`src/rtl/output_memory_writer_if.sv`:
```
// rtl/output_memory_writer_if.sv - address, result and memory-write channels of the output memory writer
interface output_memory_writer_if #(
    parameter int DATA_WIDTH                   = 8,
    parameter int N                            = 4,
    parameter int RESULT_WIDTH                 = 32,
    parameter int MAX_MATRIX_LENGTH            = 4096,
    parameter int LENGTH_BITS                  = $clog2(MAX_MATRIX_LENGTH + 1),
    parameter int MEMORY_ADDRESS_BITS          = 64,
    parameter int PARALLEL_DATA_STREAMING_SIZE = 4
);
    logic                                              address_valid;
    logic                                              address_ready;
    logic [MEMORY_ADDRESS_BITS-1:0]                    address_input;
    logic [LENGTH_BITS-1:0]                            length_input;
    logic                                              result_valid;
    logic                                              result_ready;
    logic [N-1:0][N-1:0][RESULT_WIDTH-1:0]             result_data;
    logic                                              memory_write_valid;
    logic                                              memory_write_ready;
    logic [MEMORY_ADDRESS_BITS-1:0]                    memory_write_address;
    logic [PARALLEL_DATA_STREAMING_SIZE-1:0][DATA_WIDTH-1:0] memory_write_data;

    modport master (
        output address_valid, address_input, length_input,
        output result_valid, result_data,
        output memory_write_ready,
        input  address_ready, result_ready,
        input  memory_write_valid, memory_write_address, memory_write_data
    );

    modport slave (
        input  address_valid, address_input, length_input,
        input  result_valid, result_data,
        input  memory_write_ready,
        output address_ready, result_ready,
        output memory_write_valid, memory_write_address, memory_write_data
    );
endinterface

```
`src/rtl/output_memory_writer.sv`:
```
// rtl/output_memory_writer.sv - streams one NxN result tile row-major into C memory, P elements per beat
// Optional OUTPUT_WRITER_SATURATE_EN: clamp results to the signed DATA_WIDTH range instead of truncating.
module output_memory_writer #(
    parameter int DATA_WIDTH                   = 8,
    parameter int N                            = 4,
    parameter int RESULT_WIDTH                 = 32,
    parameter int MAX_MATRIX_LENGTH            = 4096,
    parameter int LENGTH_BITS                  = $clog2(MAX_MATRIX_LENGTH + 1),
    parameter int MEMORY_ADDRESS_BITS          = 64,
    parameter int PARALLEL_DATA_STREAMING_SIZE = 4
) (
    input  logic                    clk,
    input  logic                    reset,
    output_memory_writer_if.slave   bus,
    output logic                    busy
);
    localparam int P          = PARALLEL_DATA_STREAMING_SIZE;
    localparam int CHUNKS     = N / P;
    localparam int CHUNK_BITS = (CHUNKS > 1) ? $clog2(CHUNKS) : 1;
    localparam int ROW_BITS   = (N > 1) ? $clog2(N) : 1;
    localparam logic [CHUNK_BITS-1:0] CHUNK_LAST = CHUNK_BITS'(CHUNKS - 1);
    localparam logic [ROW_BITS-1:0]   ROW_LAST   = ROW_BITS'(N - 1);

    typedef enum logic [1:0] {
        S_IDLE,
        S_WAIT_RESULT,
        S_WRITE
    } state_t;

    state_t                                  r_state;
    state_t                                  w_next_state;
    logic [N-1:0][N-1:0][RESULT_WIDTH-1:0]   r_tile;
    logic [MEMORY_ADDRESS_BITS-1:0]          r_base;
    logic [LENGTH_BITS-1:0]                  r_stride;
    logic [ROW_BITS-1:0]                     r_row;
    logic [CHUNK_BITS-1:0]                   r_chunk;
    logic [MEMORY_ADDRESS_BITS-1:0]          r_row_addr;

    logic                                    w_addr_hs;
    logic                                    w_result_hs;
    logic                                    w_write_hs;
    logic                                    w_last_beat;
    logic [MEMORY_ADDRESS_BITS-1:0]          w_addr;
    logic [P-1:0][DATA_WIDTH-1:0]            w_lane;

    function automatic logic [DATA_WIDTH-1:0] convert(input logic signed [RESULT_WIDTH-1:0] value);
`ifdef OUTPUT_WRITER_SATURATE_EN
        localparam logic signed [RESULT_WIDTH-1:0] SAT_MAX =
            {{(RESULT_WIDTH - DATA_WIDTH + 1){1'b0}}, {(DATA_WIDTH - 1){1'b1}}};
        localparam logic signed [RESULT_WIDTH-1:0] SAT_MIN = ~SAT_MAX;
        if (value > SAT_MAX) begin
            return SAT_MAX[DATA_WIDTH-1:0];
        end
        if (value < SAT_MIN) begin
            return SAT_MIN[DATA_WIDTH-1:0];
        end
        return value[DATA_WIDTH-1:0];
`else
        return value[DATA_WIDTH-1:0];
`endif
    endfunction

    assign w_addr_hs   = (r_state == S_IDLE) && bus.address_valid;
    assign w_result_hs = (r_state == S_WAIT_RESULT) && bus.result_valid;
    assign w_write_hs  = (r_state == S_WRITE) && bus.memory_write_ready;
    assign w_last_beat = (r_row == ROW_LAST) && (r_chunk == CHUNK_LAST);

    always_ff @(posedge clk or posedge reset) begin
        if (reset) begin
            r_state <= S_IDLE;
        end else begin
            r_state <= w_next_state;
        end
    end

    always_comb begin
        w_next_state           = r_state;
        bus.address_ready      = 1'b0;
        bus.result_ready       = 1'b0;
        bus.memory_write_valid = 1'b0;
        case (r_state)
            S_IDLE: begin
                bus.address_ready = 1'b1;
                if (bus.address_valid) begin
                    w_next_state = S_WAIT_RESULT;
                end
            end
            S_WAIT_RESULT: begin
                bus.result_ready = 1'b1;
                if (bus.result_valid) begin
                    w_next_state = S_WRITE;
                end
            end
            S_WRITE: begin
                bus.memory_write_valid = 1'b1;
                if (bus.memory_write_ready && w_last_beat) begin
                    w_next_state = S_IDLE;
                end
            end
            default: w_next_state = S_IDLE;
        endcase
    end

    // Row address advances by accumulation so no stride multiplier is needed.
    always_ff @(posedge clk or posedge reset) begin
        if (reset) begin
            r_tile     <= '0;
            r_base     <= '0;
            r_stride   <= '0;
            r_row      <= '0;
            r_chunk    <= '0;
            r_row_addr <= '0;
        end else begin
            if (w_addr_hs) begin
                r_base   <= bus.address_input;
                r_stride <= bus.length_input;
            end
            if (w_result_hs) begin
                r_tile     <= bus.result_data;
                r_row      <= '0;
                r_chunk    <= '0;
                r_row_addr <= r_base;
            end
            if (w_write_hs) begin
                if (r_chunk == CHUNK_LAST) begin
                    r_chunk    <= '0;
                    r_row      <= r_row + 1'b1;
                    r_row_addr <= r_row_addr + MEMORY_ADDRESS_BITS'(r_stride);
                end else begin
                    r_chunk <= r_chunk + 1'b1;
                end
            end
        end
    end

    for (genvar k = 0; k < P; k++) begin : g_lane
        logic [ROW_BITS-1:0] w_col;
        assign w_col     = ROW_BITS'(int'(r_chunk) * P + k);
        assign w_lane[k] = convert(r_tile[r_row][w_col]);
    end

    assign w_addr = r_row_addr + MEMORY_ADDRESS_BITS'(r_chunk) * MEMORY_ADDRESS_BITS'(P);

    // Outside WRITE the bus is held at zero so idle and reset look identical downstream.
    assign bus.memory_write_address = (r_state == S_WRITE) ? w_addr : '0;
    assign bus.memory_write_data    = (r_state == S_WRITE) ? w_lane : '0;
    assign busy                     = (r_state != S_IDLE);
endmodule
```
`src/flat_wrapper.sv`:
```
// flat-port wrapper written by rule: the top's interface ports become plain ports
module output_memory_writer_flat 
#(
    parameter int DATA_WIDTH                   = 8,
    parameter int N                            = 4,
    parameter int RESULT_WIDTH                 = 32,
    parameter int MAX_MATRIX_LENGTH            = 4096,
    parameter int LENGTH_BITS                  = $clog2(MAX_MATRIX_LENGTH + 1),
    parameter int MEMORY_ADDRESS_BITS          = 64,
    parameter int PARALLEL_DATA_STREAMING_SIZE = 4
)
  (clk, reset, busy, bus_address_valid, bus_address_input, bus_length_input, bus_result_valid, bus_result_data, bus_memory_write_ready, bus_address_ready, bus_result_ready, bus_memory_write_valid, bus_memory_write_address, bus_memory_write_data);
  output_memory_writer_if #(.DATA_WIDTH(DATA_WIDTH), .N(N), .RESULT_WIDTH(RESULT_WIDTH), .MAX_MATRIX_LENGTH(MAX_MATRIX_LENGTH), .LENGTH_BITS(LENGTH_BITS), .MEMORY_ADDRESS_BITS(MEMORY_ADDRESS_BITS), .PARALLEL_DATA_STREAMING_SIZE(PARALLEL_DATA_STREAMING_SIZE)) bus_i ();
  input  logic clk;
  input  logic reset;
  output logic busy;
  input wire logic [$bits(bus_i.address_valid)-1:0] bus_address_valid;
  input wire logic [$bits(bus_i.address_input)-1:0] bus_address_input;
  input wire logic [$bits(bus_i.length_input)-1:0] bus_length_input;
  input wire logic [$bits(bus_i.result_valid)-1:0] bus_result_valid;
  input wire logic [$bits(bus_i.result_data)-1:0] bus_result_data;
  input wire logic [$bits(bus_i.memory_write_ready)-1:0] bus_memory_write_ready;
  output wire logic [$bits(bus_i.address_ready)-1:0] bus_address_ready;
  output wire logic [$bits(bus_i.result_ready)-1:0] bus_result_ready;
  output wire logic [$bits(bus_i.memory_write_valid)-1:0] bus_memory_write_valid;
  output wire logic [$bits(bus_i.memory_write_address)-1:0] bus_memory_write_address;
  output wire logic [$bits(bus_i.memory_write_data)-1:0] bus_memory_write_data;
  assign bus_i.address_valid = bus_address_valid;
  assign bus_i.address_input = bus_address_input;
  assign bus_i.length_input = bus_length_input;
  assign bus_i.result_valid = bus_result_valid;
  assign bus_i.result_data = bus_result_data;
  assign bus_i.memory_write_ready = bus_memory_write_ready;
  assign bus_address_ready = bus_i.address_ready;
  assign bus_result_ready = bus_i.result_ready;
  assign bus_memory_write_valid = bus_i.memory_write_valid;
  assign bus_memory_write_address = bus_i.memory_write_address;
  assign bus_memory_write_data = bus_i.memory_write_data;
  output_memory_writer #(.DATA_WIDTH(DATA_WIDTH), .N(N), .RESULT_WIDTH(RESULT_WIDTH), .MAX_MATRIX_LENGTH(MAX_MATRIX_LENGTH), .LENGTH_BITS(LENGTH_BITS), .MEMORY_ADDRESS_BITS(MEMORY_ADDRESS_BITS), .PARALLEL_DATA_STREAMING_SIZE(PARALLEL_DATA_STREAMING_SIZE)) u_core (.clk(clk), .reset(reset), .bus(bus_i), .busy(busy));
endmodule
```
`config.mk`:
```
export PLATFORM = sky130hd
export DESIGN_NAME = output_memory_writer_flat
export DESIGN_NICKNAME = d
export VERILOG_FILES = /design/src/rtl/output_memory_writer_if.sv /design/src/rtl/output_memory_writer.sv /design/src/flat_wrapper.sv
export SDC_FILE = /design/constraint.sdc
export NUM_CORES = 1
export LEC_CHECK = 0
export BUFFER_PORTS_ARGS = -buffer_cell sky130_fd_sc_hd__buf_2
export CELL_PAD_IN_SITES_DETAIL_PLACEMENT = 0
export CELL_PAD_IN_SITES_GLOBAL_PLACEMENT = 2
export CORE_AREA = 2 2 273 275
export DETAILED_ROUTE_END_ITERATION = 8
export DIE_AREA = 0 0 275 277
export GPL_ROUTABILITY_DRIVEN = 0
export PLACE_DENSITY = 0.69
export SKIP_CTS_REPAIR_TIMING = 1
export SLEW_MARGIN = 10
export SYNTH_ARGS = -nofsm -noshare
export SYNTH_HDL_FRONTEND = slang
export SYNTH_SLANG_ARGS = --single-unit
```
`constraint.sdc`:
```
create_clock -name clk -period 7.4 [get_ports clk]
set_input_delay 0.37 -clock clk [delete_from_list [all_inputs] [get_ports clk]]
set_output_delay 0.37 -clock clk [all_outputs]
set_load 0.02 [all_outputs]
```
Yosys cells after proc, flatten, opt, wreduce, memory -nomap -nowiden
Index checks and enable logic that the tools add are counted.

Flip-flop bits (word level): 658. Bits of input ports: 594. Logic and storage cells: 75.

$add $sub $neg: 7. Order comparisons: 4. Equality and inequality tests: 6. Muxes and demuxes: 26. Bitwise operators: 1. Reductions and logical operators: 9.

Operators by type and width (count): $bmux 128 s2 (1); $mux 64 (4); $bmux 32 s2 (3); $mux 128 (1); $add 64x13->64 (1); $add 64x3->64 (1); $mux 32 (1); $mux 8 (3); $lt 2x3->1 const B (4); $mux 2 (6); $mux 1 (6); $ne 2x2->1 const B (3); $pmux 2 s3 (1); $logic_and 1x1->1 (5); $add 1x1->2 const AB (2); $eq 2x2->1 const B (2); $reduce_bool 2->1 (2); $reduce_and 3->1 (1); $add 1x2->2 const AB (1); $add 2x1->2 const B (1); $eq 2x1->1 const B (1); $logic_not 2->1 (1); $add 1x1->1 const B (1); $not 1->1 (1).

Depth between registers and ports, before layout
Gate-level depths: netlist (run 1).

Depth in word-level cells: 5. Mapped depth: 9.

Worst setup path after synthesis (run 1)
OpenSTA, ideal clock, no wires.

Path kind: reg-to-reg. Start: register u_core.r_row_addr[0]. End: register u_core.r_row_addr[50]. Arrival: 2559 ps. Path slack: 4716 ps. Cell stages (with the launch flop): 10. Buffers on the path: 1. Cell sequence: dfrtp_1 > ha_1 > fa_1 > a21o_1 > a221oi_1 > nor2_1 > o21ai_0 > buf_2 > nor4_1 > mux2_2.

Cells in the longest elaborated chain, start to end: 3.

RTL lines: start: declaration (line output_memory_writer.sv:37) `logic [MEMORY_ADDRESS_BITS-1:0] r_row_addr;`; start signal: assignment (line output_memory_writer.sv:122) `r_row_addr <= r_base;`; start signal: assignment (line output_memory_writer.sv:128) `r_row_addr <= r_row_addr + MEMORY_ADDRESS_BITS'(r_stride);`; $add 64x13->64 (line output_memory_writer.sv:128); $mux 64 (line output_memory_writer.sv:125) `if (r_chunk == CHUNK_LAST) begin`; $mux 64 (line output_memory_writer.sv:124) `if (w_write_hs) begin`.

Every way passes these cells. A chain may end at the register's enable or synchronous reset.

Worst setup path after layout (run 1)
Start: register u_core.r_row_addr[8]. End: register u_core.r_row_addr[50].

The elaborated chain is that of the path after synthesis.

==> results of run 1 <==
-- layout make-up --
type | count | area, um^2
diodes | 7 | 17.52
flip-flops and latches | 273 | 6834
clock inverters | 8 | 151.4
multi-input cells | 1046 | 6598
fillers | 8067 | 55680
well taps | 969 | 1212
clock buffers | 60 | 1105
repair buffers | 350 | 1932
inverters | 11 | 45.04
-- through the flow --
stage | area, um^2 | power [W] | hold WS (ns) | instances | worst slack (ns)
after detailed placement | 16410 | 0.005906 | 0.4584 | 2628 | 4.122
after global placement | 16410 | 0.005841 | 0.4542 | 2628 | 4.156
after CTS | 17670 | 0.007866 | -0.04204 | 2696 | 4.118
after floorplan | 13800 | 0.004827 | 0.4403 | 1417 | 3.421
after global routing | 17880 | 0.008327 | 0.0001307 | 2720 | 3.966
final | 17890 | 0.007708 | -0.03026 | 2724 | 4.177
-- power by group --
part / internal [W] / switching [W] / total (W) / leakage (nW)
Combinational: 0.00130 / 0.00174 / 0.00304 / 4.40
Clock: 0.00116 / 0.000719 / 0.00188 / 0.609
Sequential: 0.00221 / 0.000573 / 0.00279 / 3.33
Total: 0.00468 / 0.00303 / 0.00771 / 8.35
-- how the worst max path moves through the flow --
stage / from / endpoint / slack (ns) / cells past startpoint
after floorplan: reset / u_core.r_base[0]$_DFFE_PP0P_ / 3.42 / 1
after global placement: u_core.r_row_addr[8]$_DFFE_PP0P_ / u_core.r_row_addr[50]$_DFFE_PP0P_ / 4.16 / 8
after detailed placement: u_core.r_row_addr[8]$_DFFE_PP0P_ / u_core.r_row_addr[50]$_DFFE_PP0P_ / 4.12 / 8
after CTS: u_core.r_row_addr[8]$_DFFE_PP0P_ / u_core.r_row_addr[50]$_DFFE_PP0P_ / 4.12 / 8
after global routing: u_core.r_row_addr[8]$_DFFE_PP0P_ / u_core.r_row_addr[50]$_DFFE_PP0P_ / 3.97 / 8
final: u_core.r_row_addr[8]$_DFFE_PP0P_ / u_core.r_row_addr[50]$_DFFE_PP0P_ / 4.18 / 8
-- cells in the final DEF, fill, tap and decap left out, drive strengths merged, types with 7 or more instances in the layout --
cell / netlist / layout
o21ai: 21 / 21
or4: 11 / 11
xnor2: 7 / 7
inv: 11 / 11
a21oi: 19 / 19
nand2: 461 / 461
diode: 0 / 7
nor3: 15 / 15
o311ai: 11 / 11
and2: 101 / 101
o211ai: 27 / 27
buf: 16 / 329
nand4: 18 / 18
a211oi: 9 / 9
nor4: 9 / 9
nand3: 39 / 39
o22ai: 7 / 7
mux2i: 8 / 8
nor2: 40 / 40
a22oi: 22 / 22
clkbuf: 71 / 60
dlygate4sd3: 0 / 21
mux2: 79 / 79
and3: 16 / 16
or3: 7 / 7
mux4: 32 / 32
dfrtp: 273 / 273
ha: 14 / 14
-- routing by layer --
metal / up-vias / share of wire, % / wire length (um) / global-route usage [%]
li1: 5526 / - / - / -
met1: 5740 / 43 / 21590 / 16.53
met2: 370 / 45 / 22570 / 20.38
met3: 88 / 8.2 / 4121 / 4.587
met4: 24 / 3.2 / 1588 / 4.394
met5: - / 0.32 / 158 / 0
-- registers in the layout (all words and copies together), names as in the netlist --
name,cells
u_core.r_tile,128
u_core.r_base,64
u_core.r_row_addr,64
u_core.r_stride,13
u_core.r_row,2
u_core.r_state,2
-- kinds of logic after synthesis --
logic type	synth area share, %
mux	12.25
simple gates	24.87
fa+ha+maj	1.415
flops	49.51
compound gates	8.234
buf+inv	2.893
xor+xnor	0.8253
-- worst max-delay path, stage by stage (launching register included) --
cell and delay [ns]:
dfrtp_1 0.41, ha_1 0.43, nand4_1 0.15, or3_1 0.37, nor2_1 0.27, o21ai_0 0.21, buf_4 0.24, nor4_1 0.63
mux2_2 0.40
==> flow_summary.toml, run 1 <==
[outcome]
outcome = "finished, violations left"
violations = "hold timing"

[synth]
synth.area.top_cells = "dfrtp_1 (50%), nand2_1 (13%), mux2_2 (6.4%), mux4_2 (5.2%), and2_1 (4.5%)"
synth-edff-count = 0
ys_top_cells_by_count = "nand2_1 (461), dfrtp_1 (273), and2_1 (100), mux2_2 (79), clkbuf_1 (70)"
synth_top_area_share_pct = 49.51
ys_ff_latch = 273
synth_fp_nets = 2026
async_reset_ff_share_pct = 100.0
yosysMostFrequentCell = "nand2_1"
synthesis.instances = 1417
synth.avg_cell_area_um2 = 9.737
synth_top_cell_by_area = "dfrtp_1"
yosysSeqAreaShare_pct = 49.51
synthFlopType = "dfrtp_1"
ys_types = 71
yosysWarnings = 0
syn_area_mm2 = 0.01380

[worst_setup_path]
criticalPathCategory = "reg2reg"
start_kind = "flip-flop"
r2r-start = "u_core.r_row_addr[8]$_DFFE_PP0P_"
end_kind = "flip-flop"
required_ns = 7.83
reg2reg_to = "u_core.r_row_addr[50]$_DFFE_PP0P_"
reg2reg_slack_ns = 4.18
reg2reg_depth = 8
crit_fanout = 10
crit_arrival_ns = 3.65

[timing]
fin_crit_sh_pct = 43.56
rsz0062_at_grt = "no"
hold_violations = 5
fmax_ghz = 0.3102
tns_ns = 0
maxSlewViolCount = 0
min_period_ns = 3.223
finClkSkew_ns = 0.02327
timing.hold.ws_ns = -0.03026
worstMarginPinSlew_ns = 1.152
setup_viol = 0
maxSlewHeadroom_pct = 23.19

[clock_tree]
cts_tree = "yes"
cts-root-buf = "clkbuf_16"
insertion_delay_ns = 0.55
clockBufferDepth = 3
htree_levels = 2
clkSinkCount = 273
numCtsBuffers = 38
clkTransAtPathRegs_ns = 0.06

[global_route]
grt_max_degree = 139
antenna_found_initial = 20
grt_pass1_wl_mm = 76.10
grt.total_usage_pct = 13.00
grt_pass1_vias = 12140
grt_overflow_total = 0

[power]
vdd_ir_drop_max_v = 0.0001956
p_per_area_mw_per_mm2 = 430.7
leakage_nw = 8.347

[layout]
nets = 2329
drive_gt1_share_pct = 29.75
syn2layout_area_growth_pct = 29.70
final_core_util_pct = 24.32

[run]
cap_violations = 0

[floorplanning]
die_y_um = 277
dieWidth_um = 275
num_rows = 100
dieArea_mm2 = 0.07618
core_region_area_mm2 = 0.07357
initial_core_util_pct = 18.75
ios = 694

[detailed_routing]
vias_per_cell = 4.313
drc = 0
wl_per_cell_um = 18.37
routed_wl_mm = 50.03
drtAntennaViolNets = 0
drtIter0Drc = 826
drt_first_pass_iters = 5
vias = 11748

[placement]
port_buffers = 309
dpl.hpwl_mm = 34.55

[worst_hold_path]
holdCritPathClass = "in2async"
Power figures use the tool's default switching activity.
==> run 2, diff against run 1 <==
--- a/config.mk
+++ b/config.mk
@@ -8,11 +8,11 @@
 export BUFFER_PORTS_ARGS = -buffer_cell sky130_fd_sc_hd__buf_2
 export CELL_PAD_IN_SITES_DETAIL_PLACEMENT = 0
 export CELL_PAD_IN_SITES_GLOBAL_PLACEMENT = 2
-export CORE_AREA = 2 2 273 275
+export CORE_AREA = 2 2 271 273
 export DETAILED_ROUTE_END_ITERATION = 8
-export DIE_AREA = 0 0 275 277
+export DIE_AREA = 0 0 273 275
 export GPL_ROUTABILITY_DRIVEN = 0
-export PLACE_DENSITY = 0.69
+export PLACE_DENSITY = 0.67
 export SKIP_CTS_REPAIR_TIMING = 1
 export SLEW_MARGIN = 10
 export SYNTH_ARGS = -nofsm -noshare
==> constraint.sdc (replaced) <==
create_clock -name clk -period 3.09 [get_ports clk]
set_input_delay 0.1545 -clock clk [delete_from_list [all_inputs] [get_ports clk]]
set_output_delay 0.1545 -clock clk [all_outputs]
set_load 0.02 [all_outputs]
==> run 2 against run 1 <==
Against the previous run: the flow now finishes without violations; first-iteration DRC count down 17%; die area down 1.4%; worst setup slack worse by 4.0 ns; clock skew down 0.011 ns; wire length up 3.1%; largest cell class unchanged; largest power group unchanged; highest routed layer unchanged.
==> flow_summary.toml, run 2 (synthesis results as in run 1) <==
[layout]
largest_reg_flops = 128
multi_input_area_mm2 = 0.006606
drive_gt1_share_pct = 28.16
fillCellCount = 7769
final_cell_mix = "nand2_1 (459), buf_2 (309), dfrtp_1 (271), dlygate4sd3_1 (208), and2_1 (99)"
top_register = "u_core.r_tile"
seq_area_mm2 = 0.006834
mostFrequentLayoutCell = "nand2_1"
nets = 2544
syn2layout_area_growth_pct = 45.11
reg_top3 = "u_core.r_tile: 128 flops, u_core.r_base: 64 flops, u_core.r_row_addr: 64 flops"

[clock_tree]
cts_tree = "yes"
clkTransAtPathRegs_ns = 0.06
cts-root-buf = "clkbuf_16"
clockBufferDepth = 3
htree_levels = 2
numCtsBuffers = 38
insertion_delay_ns = 0.54
clkSinkCount = 273

[timing]
rsz0062_at_grt = "no"
fmax_ghz = 0.3474
setup_viol = 0
finClkSkew_ns = 0.01223
fin_crit_sh_pct = 93.14
timing.hold.ws_ns = 0.07298
maxSlewHeadroom_pct = 26.41
hold_violations = 0
min_period_ns = 2.878
worstMarginPinSlew_ns = 1.104
maxSlewViolCount = 0

[floorplanning]
initial_core_util_pct = 19.07
core_region_area_mm2 = 0.07234
ios = 694
dieWidth_um = 273
num_rows = 99
die_y_um = 275
dieArea_mm2 = 0.07508

[global_route]
grt_max_degree = 188
grt_pass1_wl_mm = 77.30
antenna_found_initial = 7
grt.total_usage_pct = 13.36
grt_overflow_total = 0
grt_pass1_vias = 12384

[placement]
port_buffers = 309
dpl.hpwl_mm = 35.64

[detailed_routing]
drt_first_pass_iters = 5
drtAntennaViolNets = 0
vias_per_cell = 4.305
wl_per_cell_um = 17.67
drtIter0Drc = 685
routed_wl_mm = 51.59
drc = 0
vias = 12567

[worst_setup_path]
start_kind = "flip-flop"
reg2reg_depth = 10
end_kind = "flip-flop"
crit_arrival_ns = 3.30
crit_fanout = 5
criticalPathCategory = "reg2reg"
reg2reg_slack_ns = 0.21
required_ns = 3.51

[worst_hold_path]
holdCritPathClass = "in2reg"
hold_path_depth = 3

[power]
p_per_area_mw_per_mm2 = 946.1
vdd_ir_drop_max_v = 0.0005141
leakage_nw = 9.287
power_w = 0.01894

[run]
cap_violations = 0

[outcome]
outcome = "finished, final reports clean"
==> run 2: changes by cell type in the layout (fill, tap and decap cells not counted) <==
cell           previous run  this run
buf_4                    18        40
clkinv_4                  2         0
clkinv_2                  1         2
clkinvlp_4                1         2
nor2_1                   39        38
clkbuf_8                  5         6
nor4_1                    8         7
nor4_2                    0         1
diode_2                   7         3
dlygate4sd3_1            21       208
nor2_2                    0         1
buf_12                    2         8
clkbuf_1                 16         9
==> run 2: power by group <==
part / switching (W) / internal [W]
Combinational: 0.00429 / 0.00346
Sequential: 0.00141 / 0.00530
Clock: 0.00170 / 0.00277
==> run 2: layout make-up <==
class | count | area share [%]
antenna | 3 | 0.03750
clock buffer | 54 | 5.456
clock inverter | 8 | 0.7312
inverter | 11 | 0.2250
multi-input combinational | 1046 | 33.00
sequential | 273 | 34.14
tap | 959 | 5.993
timing repair buffer | 565 | 20.42
==> run 2: metrics by stage <==
stage               cell area [um^2]  instances  utilization [%]  TNS (ns)  setup slack, ns
floorplan                      13800       1417                -   -183.98          -0.6739
global placement               16680       2646            23.06         0          0.02307
detailed placement             16680       2646            23.06         0         0.004509
CTS                            17920       2708            24.78  -0.02171         -0.02171
global route                   20020       2919            27.68         0          0.02059
finish                         20020       2919            27.68         0           0.2119
==> run 2: worst paths after layout <==
path                                                  start                           endpoint
min in group asynchronous                             reset      u_core.r_tile[35]$_DFFE_PP0P_
max in group asynchronous                             reset     u_core.r_tile[261]$_DFFE_PP0P_
setup / recovery           u_core.r_row_addr[0]$_DFFE_PP0P_  u_core.r_row_addr[56]$_DFFE_PP0P_
hold / removal                            bus_address_valid      u_core.r_state[0]$_DFFE_PP0P_
hold reg to reg              u_core.r_tile[100]$_DFFE_PP0P_     u_core.r_tile[100]$_DFFE_PP0P_
setup reg to reg           u_core.r_row_addr[0]$_DFFE_PP0P_  u_core.r_row_addr[56]$_DFFE_PP0P_
==> run 2: critical path, cell delays in order, from the launching register on <==
cell and delay [ns]:
dfrtp_1 0.39, ha_1 0.25, fa_1 0.41, a21o_1 0.22
a221oi_1 0.31, buf_4 0.22, or2_2 0.19, a21boi_0 0.24
buf_4 0.22, a211oi_1 0.21, nor3_1 0.09
==> run 2: metal layers <==
layer	GRT usage (%)	vias to the layer above	share of wire [%]
met4	4.213	8	2.8
li1	-	5949	-
met3	5.193	68	6.6
met1	16.57	6171	45
met2	21.32	371	46
met5	0	-	0.11
